$ cat config.mk
export PLATFORM = sky130hd
export DESIGN_NAME = plot_arbiter
export DESIGN_NICKNAME = d
export VERILOG_FILES = /design/src/rtl/plot_arbiter.sv
export SDC_FILE = /design/constraint.sdc
export NUM_CORES = 1
export LEC_CHECK = 0
export ABC_AREA = 1
export CAP_MARGIN = 20
export CORE_UTILIZATION = 41
export CTS_BUF_LIST = sky130_fd_sc_hd__clkbuf_8 sky130_fd_sc_hd__clkbuf_16
export CTS_CLUSTER_DIAMETER = 200
export DETAILED_ROUTE_END_ITERATION = 8
export PLACE_DENSITY = 0.8
export SLEW_MARGIN = 5
export SYNTH_ARGS = -nofsm -noshare
export SYNTH_HDL_FRONTEND = slang
export SYNTH_SLANG_ARGS = --single-unit
$ cat constraint.sdc
create_clock -name clk -period 1.9 [get_ports clk]
set_clock_uncertainty 0.2 [all_clocks]
set_input_delay 0.19 -clock clk [delete_from_list [all_inputs] [get_ports clk]]
set_output_delay 0.19 -clock clk [all_outputs]
set_load 0.01 [all_outputs]
$ cat src/rtl/plot_arbiter.sv
// plot_arbiter: shares the single VGA adapter write port among three pixel
// plotters. Requesters stream pixels under req/ack. A round-robin grant lasts
// for one burst, which ends on `last`, on req withdrawal, or when MAX_BURST
// pixels have been consumed. All VGA-facing outputs are registered.
module plot_arbiter #(
  parameter int MAX_BURST = 64
) (
  input  logic       clk,
  input  logic       resetn,
  input  logic [2:0] req,
  input  logic [2:0] last,
  input  logic [7:0] x0,
  input  logic [7:0] x1,
  input  logic [7:0] x2,
  input  logic [6:0] y0,
  input  logic [6:0] y1,
  input  logic [6:0] y2,
  input  logic [2:0] c0,
  input  logic [2:0] c1,
  input  logic [2:0] c2,
  output logic [2:0] gnt,
  output logic [2:0] ack,
  output logic [7:0] vga_x,
  output logic [6:0] vga_y,
  output logic [2:0] vga_colour,
  output logic       vga_plot
);

  typedef enum logic {
    IDLE = 1'b0,
    BUSY = 1'b1
  } state_t;

  // burst_cnt value at which the pixel being consumed is the last one allowed
  localparam logic [7:0] CAP_LAST = 8'(MAX_BURST - 1);

  state_t     state, state_next;
  logic [1:0] owner, owner_next;
  logic [1:0] rr_ptr, rr_ptr_next;
  logic [7:0] burst_cnt, burst_cnt_next;
  logic [2:0] gnt_next;
  logic [7:0] vga_x_next;
  logic [6:0] vga_y_next;
  logic [2:0] vga_colour_next;
  logic       vga_plot_next;

  // owner's view of the requester inputs
  logic       own_req;
  logic       own_last;
  logic [7:0] own_x;
  logic [6:0] own_y;
  logic [2:0] own_c;

  // round-robin candidate chosen while idle
  logic       pick_valid;
  logic [1:0] pick;
  logic [1:0] cand1, cand2, cand3;

  // Requester indices live in 0..2; index 3 never exists, so 2 wraps to 0.
  function automatic logic [1:0] wrap_inc(input logic [1:0] idx);
    return (idx == 2'd2) ? 2'd0 : idx + 2'd1;
  endfunction

  function automatic logic bit_of(input logic [2:0] vec, input logic [1:0] idx);
    case (idx)
      2'd0:    return vec[0];
      2'd1:    return vec[1];
      default: return vec[2];
    endcase
  endfunction

  function automatic logic [2:0] onehot(input logic [1:0] idx);
    case (idx)
      2'd0:    return 3'b001;
      2'd1:    return 3'b010;
      default: return 3'b100;
    endcase
  endfunction

  // Acks are only meaningful in BUSY and are suppressed on a reset edge so a
  // requester never advances past a pixel that was not plotted.
  assign ack = (resetn && state == BUSY) ? (gnt & req) : 3'b000;

  // Multiplex the current owner's pixel and handshake bits.
  always_comb begin
    own_req  = bit_of(req, owner);
    own_last = bit_of(last, owner);
    case (owner)
      2'd0: begin
        own_x = x0;
        own_y = y0;
        own_c = c0;
      end
      2'd1: begin
        own_x = x1;
        own_y = y1;
        own_c = c1;
      end
      default: begin
        own_x = x2;
        own_y = y2;
        own_c = c2;
      end
    endcase
  end

  // Search rr_ptr+1, rr_ptr+2, rr_ptr+3 (mod 3) for the first active request.
  always_comb begin
    cand1      = wrap_inc(rr_ptr);
    cand2      = wrap_inc(cand1);
    cand3      = wrap_inc(cand2);
    pick_valid = 1'b1;
    pick       = cand1;
    if (bit_of(req, cand1)) begin
      pick = cand1;
    end else if (bit_of(req, cand2)) begin
      pick = cand2;
    end else if (bit_of(req, cand3)) begin
      pick = cand3;
    end else begin
      pick_valid = 1'b0;
    end
  end

  // Next-state and next-output logic for the IDLE/BUSY controller.
  always_comb begin
    // NOTE: every signal written here is given a default first, so no path
    // through the case statement can leave one unassigned and infer a latch.
    state_next      = state;
    owner_next      = owner;
    rr_ptr_next     = rr_ptr;
    burst_cnt_next  = burst_cnt;
    gnt_next        = gnt;
    vga_x_next      = vga_x;
    vga_y_next      = vga_y;
    vga_colour_next = vga_colour;
    vga_plot_next   = 1'b0;

    case (state)
      IDLE: begin
        gnt_next = 3'b000;
        if (pick_valid) begin
          owner_next     = pick;
          rr_ptr_next    = pick;
          burst_cnt_next = 8'd0;
          gnt_next       = onehot(pick);
          state_next     = BUSY;
        end
      end

      BUSY: begin
        if (!own_req) begin
          // withdrawal wins over last: nothing is written this edge
          gnt_next   = 3'b000;
          state_next = IDLE;
        end else begin
          vga_x_next      = own_x;
          vga_y_next      = own_y;
          vga_colour_next = own_c;
          vga_plot_next   = 1'b1;
          burst_cnt_next  = burst_cnt + 8'd1;
          if (own_last || burst_cnt == CAP_LAST) begin
            gnt_next   = 3'b000;
            state_next = IDLE;
          end
        end
      end

      default: begin
        gnt_next   = 3'b000;
        state_next = IDLE;
      end
    endcase
  end

  // State and output registers with synchronous active-low reset.
  always_ff @(posedge clk) begin
    // NOTE: non-blocking assignments so every register samples the values
    // computed from the previous cycle, independent of statement order.
    if (!resetn) begin
      state      <= IDLE;
      owner      <= 2'd0;
      rr_ptr     <= 2'd2;
      burst_cnt  <= 8'd0;
      gnt        <= 3'b000;
      vga_x      <= 8'd0;
      vga_y      <= 7'd0;
      vga_colour <= 3'd0;
      vga_plot   <= 1'b0;
    end else begin
      state      <= state_next;
      owner      <= owner_next;
      rr_ptr     <= rr_ptr_next;
      burst_cnt  <= burst_cnt_next;
      gnt        <= gnt_next;
      vga_x      <= vga_x_next;
      vga_y      <= vga_y_next;
      vga_colour <= vga_colour_next;
      vga_plot   <= vga_plot_next;
    end
  end

endmodule

== Word-level counts from Yosys, hierarchy flattened ==
Index checks and enable logic that the tools add are counted.

* Memories: 0
* Logic and storage cells: 72
* Output and inout bits: 25
* Bits in read-only memories: 0
* Flip-flop bits (word level): 35
* Latch bits: 0
* Bits of input ports: 62
* RAM bits: 0

* Eq/ne operators: 12
* Multiplexer cells: 34
* Multiply operators: 0
* Bitwise gates (word level): 2
* Add/subtract/negate cells: 4
* Reduce and logical (&&, ||, !) cells: 11
* Shift-type cells: 0
* Divide/modulo/power cells: 0
* Order comparisons: 0

{| class="wikitable"
|+ Operators with widths
! kind !! count
|-
| $pmux W8 S2 || 2
|-
| $pmux W3 S2 || 3
|-
| $mux W8 || 2
|-
| $pmux W7 S2 || 1
|-
| $mux W2 || 6
|-
| $mux W3 || 4
|-
| $pmux W1 S2 || 6
|-
| $eq A2 B1 Y1 const B || 5
|-
| $logic_not A2 Y1 || 5
|-
| $mux W1 || 10
|-
| $add A8 B1 Y8 const B || 1
|-
| $eq A8 B6 Y1 const B || 1
|-
| $reduce_and A2 Y1 || 4
|-
| $add A2 B1 Y2 const B || 3
|-
| $eq A2 B2 Y1 const B || 3
|-
| $and A3 B3 Y3 || 1
|-
| $ne A3 B2 Y1 const B || 1
|-
| $ne A2 B1 Y1 const B || 1
|-
| $ne A2 B2 Y1 const B || 1
|-
| $logic_and A1 B1 Y1 || 1
|-
| $logic_or A1 B1 Y1 || 1
|-
| $not A1 Y1 || 1
|}

== Longest topological paths before layout ==
Gate-level depths: netlist (run 1).

* Word-level depth: 17
* Mapped depth: 11
* Depth with buffers taken out: 11

== Worst setup path before layout (run 1) ==
No wires, ideal clock.

* Path kind: reg2reg
* From: register owner[0]
* To: register vga_colour[2]
* Path buffers: 1
* Arrival: 1.163 ns
* Required time: 1.584 ns
* Cell stages (with the launch flop): 9
* Path slack: 0.422 ns
* Clock period less this slack: 1.478 ns
* Setup time: 0.116 ns
* Cell sequence: dfxtp_1 > inv_2 > nor2_1 > nand2_1 > o211ai_2 > nand2_2 > clkbuf_1 > o21ai_0 > nor2_1

* Cells in the longest elaborated chain, start to end: 3
* Elaborated cells on any way between the ends: 5
* Classes of those cells: eq/ne: 1; mux: 2; reduce/logical: 2

{| class="wikitable"
|+ RTL lines
! what !! line !! source
|-
| from (decl) || 38 || <nowiki>logic [1:0] owner, owner_next;</nowiki>
|-
| from (signal assigned) || 192 || <nowiki>owner <= owner_next;</nowiki>
|-
| $eq A2 B1 Y1 / $logic_not A2 Y1 (equally long branches) || 65, 88 ||
|-
| $pmux W1 S2 || 65 || <nowiki>case (idx)</nowiki>
|-
| $reduce_and A2 Y1 (no line) || -- ||
|-
| to (signal assigned) || 198 || <nowiki>vga_colour <= vga_colour_next;</nowiki>
|-
| to (decl) || 25 || <nowiki>output logic [2:0] vga_colour,</nowiki>
|}

Several ways; a longest one is shown, not always the timed one.
A chain may end at the register's enable or synchronous reset.

== Final worst setup path (run 1) ==
* From: register burst_cnt[0]
* To: register gnt[2]

* Cells in the longest elaborated chain, start to end: 3

{| class="wikitable"
|+ RTL lines
! what !! line !! source
|-
| from (decl) || 40 || <nowiki>logic [7:0] burst_cnt, burst_cnt_next;</nowiki>
|-
| from (signal assigned) || 194 || <nowiki>burst_cnt <= burst_cnt_next;</nowiki>
|-
| $eq A8 B6 Y1 || 162 || <nowiki>if (own_last || burst_cnt == CAP_LAST) begin</nowiki>
|-
| $logic_or A1 B1 Y1 || 162 ||
|-
| $ne A3 B2 Y1 (no line) || -- ||
|-
| to (signal assigned) || 195 || <nowiki>gnt <= gnt_next;</nowiki>
|-
| to (decl) || 21 || <nowiki>output logic [2:0] gnt,</nowiki>
|}

Every way passes these cells.

==> out/qor.yml, run 1 <==
status: "complete, no violations"
final_cell_area_um2: 2950
crit_path_top_delay_cell: "dfxtp_1"
die_y_um: 69.8
cp.depth: 8
dpl_cell_area_um2: 2820
clk_pin_slew_worst_paths_ps: 70
crit_top_cell: "nand2_1"
io_buffers: 86
grt-ovfl-total: 0
cts_buffers: 5
final_nets: 459
ys_seq_area_share_pct: 36.1
synthMuxAreaShare_pct: 0
wire_per_inst_um: 11.6
synth_cell_types: 23
rsz0062_at_grt: "false"
vias: 2236
coreArea_um2: 4380
multi_input_area_um2: 1070
synth_edf_count: 0
first_global_vias: 2088
synth_top_family_by_area: "simple AND/OR/NAND/NOR gates"
avgSynthCellArea_um2: 6.15
wl_um: 5210
ant_nets: 0
drive_above_1_share_pct: 8.31
initial_core_util_pct: 43.0
critPathKind: "reg -> reg"
area_growth_pct: 56.2
p_leak_nw: 1.31
ys.flop_type: "dfxtp_1"
end_kind: "register"
relSlewSlack_pct: 76.1
drt_first_pass_iters: 4
yosysTopAreaCell: "dfxtp_1"
ys_warn_count: 0
min_path_cells: 2
fmax_mhz: 579
tightestPinTransition_ps: 357
crit_family: "simple AND/OR/NAND/NOR gates"
cts_resized: 0
cp-startpoint: "burst_cnt[0]$_SDFFE_PN0P_"
synth_compound_area_share_pct: 8.89
finalMaxSlewViolations: 0
min_to: "gnt[1]$_SDFFE_PN0P_"
synth_commonest_cells: "nand2_1 (106), nor2_1 (55), nand3_1 (36)"
synth_xor_xnor_area_share_pct: 2.32
cp_data_required_time_ps: 1880
post-cts-setup-buffers: 0
peakVddDrop_v: 0.000428
ff_latch_area_um2: 683
period_needed_ps: 1730
grt_usage_pct: 23.2
n_fill_cell: 377
finalSetupViolations: 0
synth-adder-area-share_pct: 0.663
fin_cells: 449
vias_per_cell: 4.98
hold_path.class: "reg -> reg"
rows: 24
die-width_um: 69.8
hp-start: "gnt[1]$_SDFFE_PN0P_"
antenna_found_initial: 0
ioPinCount: 87
place_inst: 441
clockRootBuffer: "clkbuf_8"
period_share_pct: 90.9
max_stage_delay_ps: 370
worstPathArrival_ps: 1710
crit_path_start_kind: "register"
crit_chain: "ha_1, nand2_1, inv_1, nand3b_1, nor3_1, nor2_1, nand3_1, nand2_1"
reg2reg_depth: 8
hold_viol_final: 0
die_area_um2: 4880
synth_seq_cells: 34
r2r_slack_ps: 170
synth_nets: 370
hpwl_um: 4020
yosysTopAreaCellShare_pct: 36.1
gp_congestion: 0.843
critPathMaxFanout: 4
clk_path_buf_depth: 2
drc: 0
drtIter0Drc: 105
synthCells: 307
grt_max_degree: 26
synth.most_common_cell: "nand2_1"
maxCapViolations: 0
synth_area_um2: 1890
synth_area_leaders: "dfxtp_1 (36%), nand2_1 (21%), nor2_1 (11%)"
crit_buf_inv: 1
yosys.area_share.simple_pct: 44.7
grt_first_pass_wirelength_um: 9050
reg2reg_from: "burst_cnt[0]$_SDFFE_PN0P_"
p_per_area_nw_per_um2: 984
clk_latency_ps: 280
holdBufCountCts: 0
htreeDepth: 2
postSynth.asyncResetShare_pct: 0
cts_sinks: 34
cts_tree: "yes"
r2r-end: "gnt[2]$_SDFFE_PN0P_"
antennaDiodeCount: 0
[placed cells by master (no fill, tap or decap), drive strengths merged]
master / count
nand3: 37
dlymetal6s2s: 3
nand2: 108
nor3: 1
clkbuf: 8
a21oi: 9
nor2: 58
clkinv: 1
nand3b: 1
o211ai: 1
clkdlybuf4s50: 83
ha: 1
xor2: 4
dfxtp: 34
o21ai: 22
inv: 15
buf: 10
xnor2: 1
[cells by family (layout without fill, tap and decap cells)]
| logic type | after synthesis | after routing |
|---|---|---|
| and+or+nand+nor | 205 | 205 |
| AOI/OAI and AO/OA | 32 | 32 |
| DFF | 34 | 34 |
| buffers and inverters | 30 | 120 |
| adders and majority gates | 1 | 1 |
| xor gates and xnor gates | 5 | 5 |
[worst max path at each step]
| stage | end | slack (ps) |
|---|---|---|
| after global placement | ack[0] | 10 |
| after global routing | gnt[0]$_SDFFE_PN0P_ | 20 |
| after CTS | ack[0] | 10 |
| after floorplan | vga_colour[2]$_SDFFE_PN0P_ | 420 |
| after detailed placement | burst_cnt[3]$_SDFFE_PN0P_ | -10 |
| final | gnt[2]$_SDFFE_PN0P_ | 170 |
[cell type report]
type / count / area share (%)
timing repair buffer: 96 / 32.4
tap: 52 / 2.21
clock buffer: 8 / 3.74
inverter: 16 / 2.04
multi-input combinational: 243 / 36.4
sequential: 34 / 23.2
[metal layers]
metal  part of all wire [%]  vias to the layer above  track usage (%)  routed length (um)
met5                      0                        -                0                   0
met1                     41                      994             26.0                2140
li1                       -                     1148                -                   -
met3                    8.3                       13             7.99                 431
met4                    2.7                        0             9.33                 138
met2                     48                       81             39.9                2500
[sequential cells by signal (all words and copies together) (netlist names)]
register and flops:
owner 2, vga_plot 1, vga_colour 3, state 1
rr_ptr 1, gnt 3, vga_x 8, burst_cnt 8
vga_y 7
[power breakdown]
group          total (mW)  leakage, nW  internal, mW  switching [mW]
registers           0.953        0.278         0.851           0.102
logic                1.33        0.972         0.613           0.713
clock network       0.620       0.0575         0.366           0.254
total                2.90         1.31          1.83            1.07
[per-stage QoR]
stage	hold slack, ps	total power [mW]	setup slack, ps	utilization [%]	setup TNS, ps
5_1_grt	303	3.12	18.8	67.2	0
3_5_place_dp	271	2.29	-14.2	64.4	-20.6
4_1_cts	283	2.92	14.1	66.9	0
2_1_floorplan	246	1.73	422	-	0
6_report	280	2.90	173	67.2	0
3_3_place_gp	261	2.27	9.52	64.4	0
[tightest hold or removal path: stages (launching register included)]
cell and delay [ps]:
dfxtp_1 320, nand3_1 80, nand2_1 40
Note: power is estimated with default switching activity, not from simulation.
==> run 2, diff against run 1 <==
--- a/config.mk
+++ b/config.mk
@@ -7,6 +7,7 @@
 export LEC_CHECK = 0
 export ABC_AREA = 1
 export CAP_MARGIN = 20
+export CORE_MARGIN = 3
 export CORE_UTILIZATION = 41
 export CTS_BUF_LIST = sky130_fd_sc_hd__clkbuf_8 sky130_fd_sc_hd__clkbuf_16
 export CTS_CLUSTER_DIAMETER = 200
==> out/qor.yml, run 2 (synthesized netlist as in run 1, its figures left out) <==
power.total_mw: 2.92  # was 2.90 mW
drtIter0Drc: 132  # was 105
finalSetupViolations: 0  # unchanged
p_per_area_nw_per_um2: 994  # was 984 nW/um^2
drt_first_pass_iters: 4  # unchanged
peakVddDrop_v: 0.000436  # was 0.000428 V
vias_per_cell: 4.91  # was 4.98
hold_viol_final: 0  # unchanged
tightestPinTransition_ps: 271  # was 357 ps
die-width_um: 73.8  # was 69.8 um
ff_latch_area_um2: 683  # unchanged
drive_above_1_share_pct: 7.34  # was 8.31%
post-cts-setup-buffers: 0  # unchanged
grt_usage_pct: 20.8  # was 23.2%
dpl_cell_area_um2: 2810  # was 2820 um^2
mostFrequentLayoutCells: "nand2_1 (106), clkdlybuf4s50_1 (84), nor2_1 (55)"  # was nand2_1 (105), clkdlybuf4s50_1 (83), nor2_1 (54)
first_global_vias: 2083  # was 2,088
holdBufCountCts: 0  # unchanged
crit_path_start_kind: "input pin"  # was register
fin_cells: 447  # was 449
hpwl_um: 4120  # was 4020 um
maxCapViolations: 0  # unchanged
die_y_um: 73.8  # was 69.8 um
io_buffers: 86  # unchanged
die_area_um2: 5450  # was 4880 um^2
rsz0062_at_grt: "false"  # unchanged
end_kind: "output port"  # was register
clk_path_buf_depth: 2  # unchanged
hold_path.class: "reg -> reg"  # unchanged
ant_nets: 0  # unchanged
finalMaxSlewViolations: 0  # unchanged
n_fill_cell: 406  # was 377
coreArea_um2: 4380  # unchanged
worstPathArrival_ps: 1430  # was 1710 ps
grt_max_degree: 26  # unchanged
grt-ovfl-total: 0  # unchanged
final_common_cell: "nand2_1"  # unchanged
initial_core_util_pct: 43.0  # unchanged
relSlewSlack_pct: 81.8  # was 76.1%
critPathKind: "in -> out"  # was reg -> reg
status: "complete, no violations"  # unchanged
largestRegisters: "burst_cnt: 8 flops, vga_x: 8 flops, vga_y: 7 flops"  # unchanged
wire_per_inst_um: 11.8  # was 11.6 um
final_nets: 458  # was 459
p_leak_nw: 1.28  # was 1.31 nW
vias: 2195  # was 2,236
antennaDiodeCount: 0  # unchanged
place_inst: 440  # was 441
htreeDepth: 2  # unchanged
antenna_found_initial: 0  # unchanged
ioPinCount: 87  # unchanged
gp_congestion: 0.944  # was 0.843
cts_resized: 0  # unchanged
period_needed_ps: 1820  # was 1730 ps
drc: 0  # unchanged
cts_tree: "yes"  # unchanged
multi_input_area_um2: 1070  # about the same
cts_sinks: 34  # unchanged
grt_first_pass_wirelength_um: 8760  # was 9050 um
period_share_pct: 95.9  # was 90.9%
clk_latency_ps: 280  # about the same
cts_buffers: 5  # unchanged
clk_pin_slew_worst_paths_ps: 70  # about the same
wl_um: 5260  # was 5210 um
critPathMaxFanout: 5  # was 4
cp_data_required_time_ps: 1510  # was 1880 ps
area_growth_pct: 55.5  # was 56.2%
rows: 24  # unchanged
fmax_mhz: 549  # was 579 MHz
clockRootBuffer: "clkbuf_8"  # unchanged
final_cell_area_um2: 2930  # was 2950 um^2
## run 2: changes by cell type in the layout (fill, tap and decap cells not counted)
cell             change
bufinv_16            +1
dlymetal6s2s_1       -1
clkbuf_8             -2
nand2_1              +1
nor2_2               -1
nand2_2              -1
buf_4                -1
clkdlybuf4s50_1      +1
nor2_1               +1
## run 2: per-layer routing
| layer | GRT usage (%) | up-vias | routed length [um] |
|---|---|---|---|
| li1 | - | 1146 | - |
| met1 | 22.1 | 967 | 2160 |
| met2 | 35.9 | 76 | 2530 |
| met3 | 9.44 | 6 | 512 |
| met4 | 7.24 | 0 | 66 |
| met5 | 0 | - | 0 |
## run 2: worst paths after layout
| kind | slack [ps] | start | to | cells past startpoint |
|---|---|---|---|---|
| min | 280 | vga_colour[1]$_SDFFE_PN0P_ | vga_colour[1]$_SDFFE_PN0P_ | 2 |
| max reg2reg | 220 | rr_ptr[1]$_SDFFE_PN1P_ | burst_cnt[3]$_SDFFE_PN0P_ | 9 |
| max | 80 | req[2] | ack[2] | 4 |
| min reg2reg | 280 | vga_colour[1]$_SDFFE_PN0P_ | vga_colour[1]$_SDFFE_PN0P_ | 2 |
## run 2: final cells by class
| cell class | instances | share of cell area (%) |
|---|---|---|
| Clock inverter | 1 | 1.02 |
| Multi-Input combinational cell | 243 | 36.4 |
| Clock buffer | 6 | 2.81 |
| Tap cell | 52 | 2.22 |
| Inverter | 16 | 2.05 |
| Sequential cell | 34 | 23.3 |
| Timing Repair Buffer | 95 | 32.2 |
## run 2: report_power, final
group          switching, mW  internal, mW
clock                  0.240         0.419
sequential            0.0958         0.851
combinational          0.706         0.603
## run 2: worst max-delay path, stage by stage
cell	delay, ps
clkdlybuf4s50_1	550
nand2_1	70
nor2_1	80
clkdlybuf4s50_1	540
## run 2: stage by stage
step | utilization (%) | setup WS [ps] | TNS, ps | hold WS (ps)
final | 66.9 | 77.9 | 0 | 280
after global routing | 66.9 | 25.8 | 0 | 309
after CTS | 66.8 | 20.3 | 0 | 285
after detailed placement | 64.2 | -13.5 | -30.1 | 270
after global placement | 64.2 | 58.2 | 0 | 260
after floorplan | - | 422 | 0 | 246
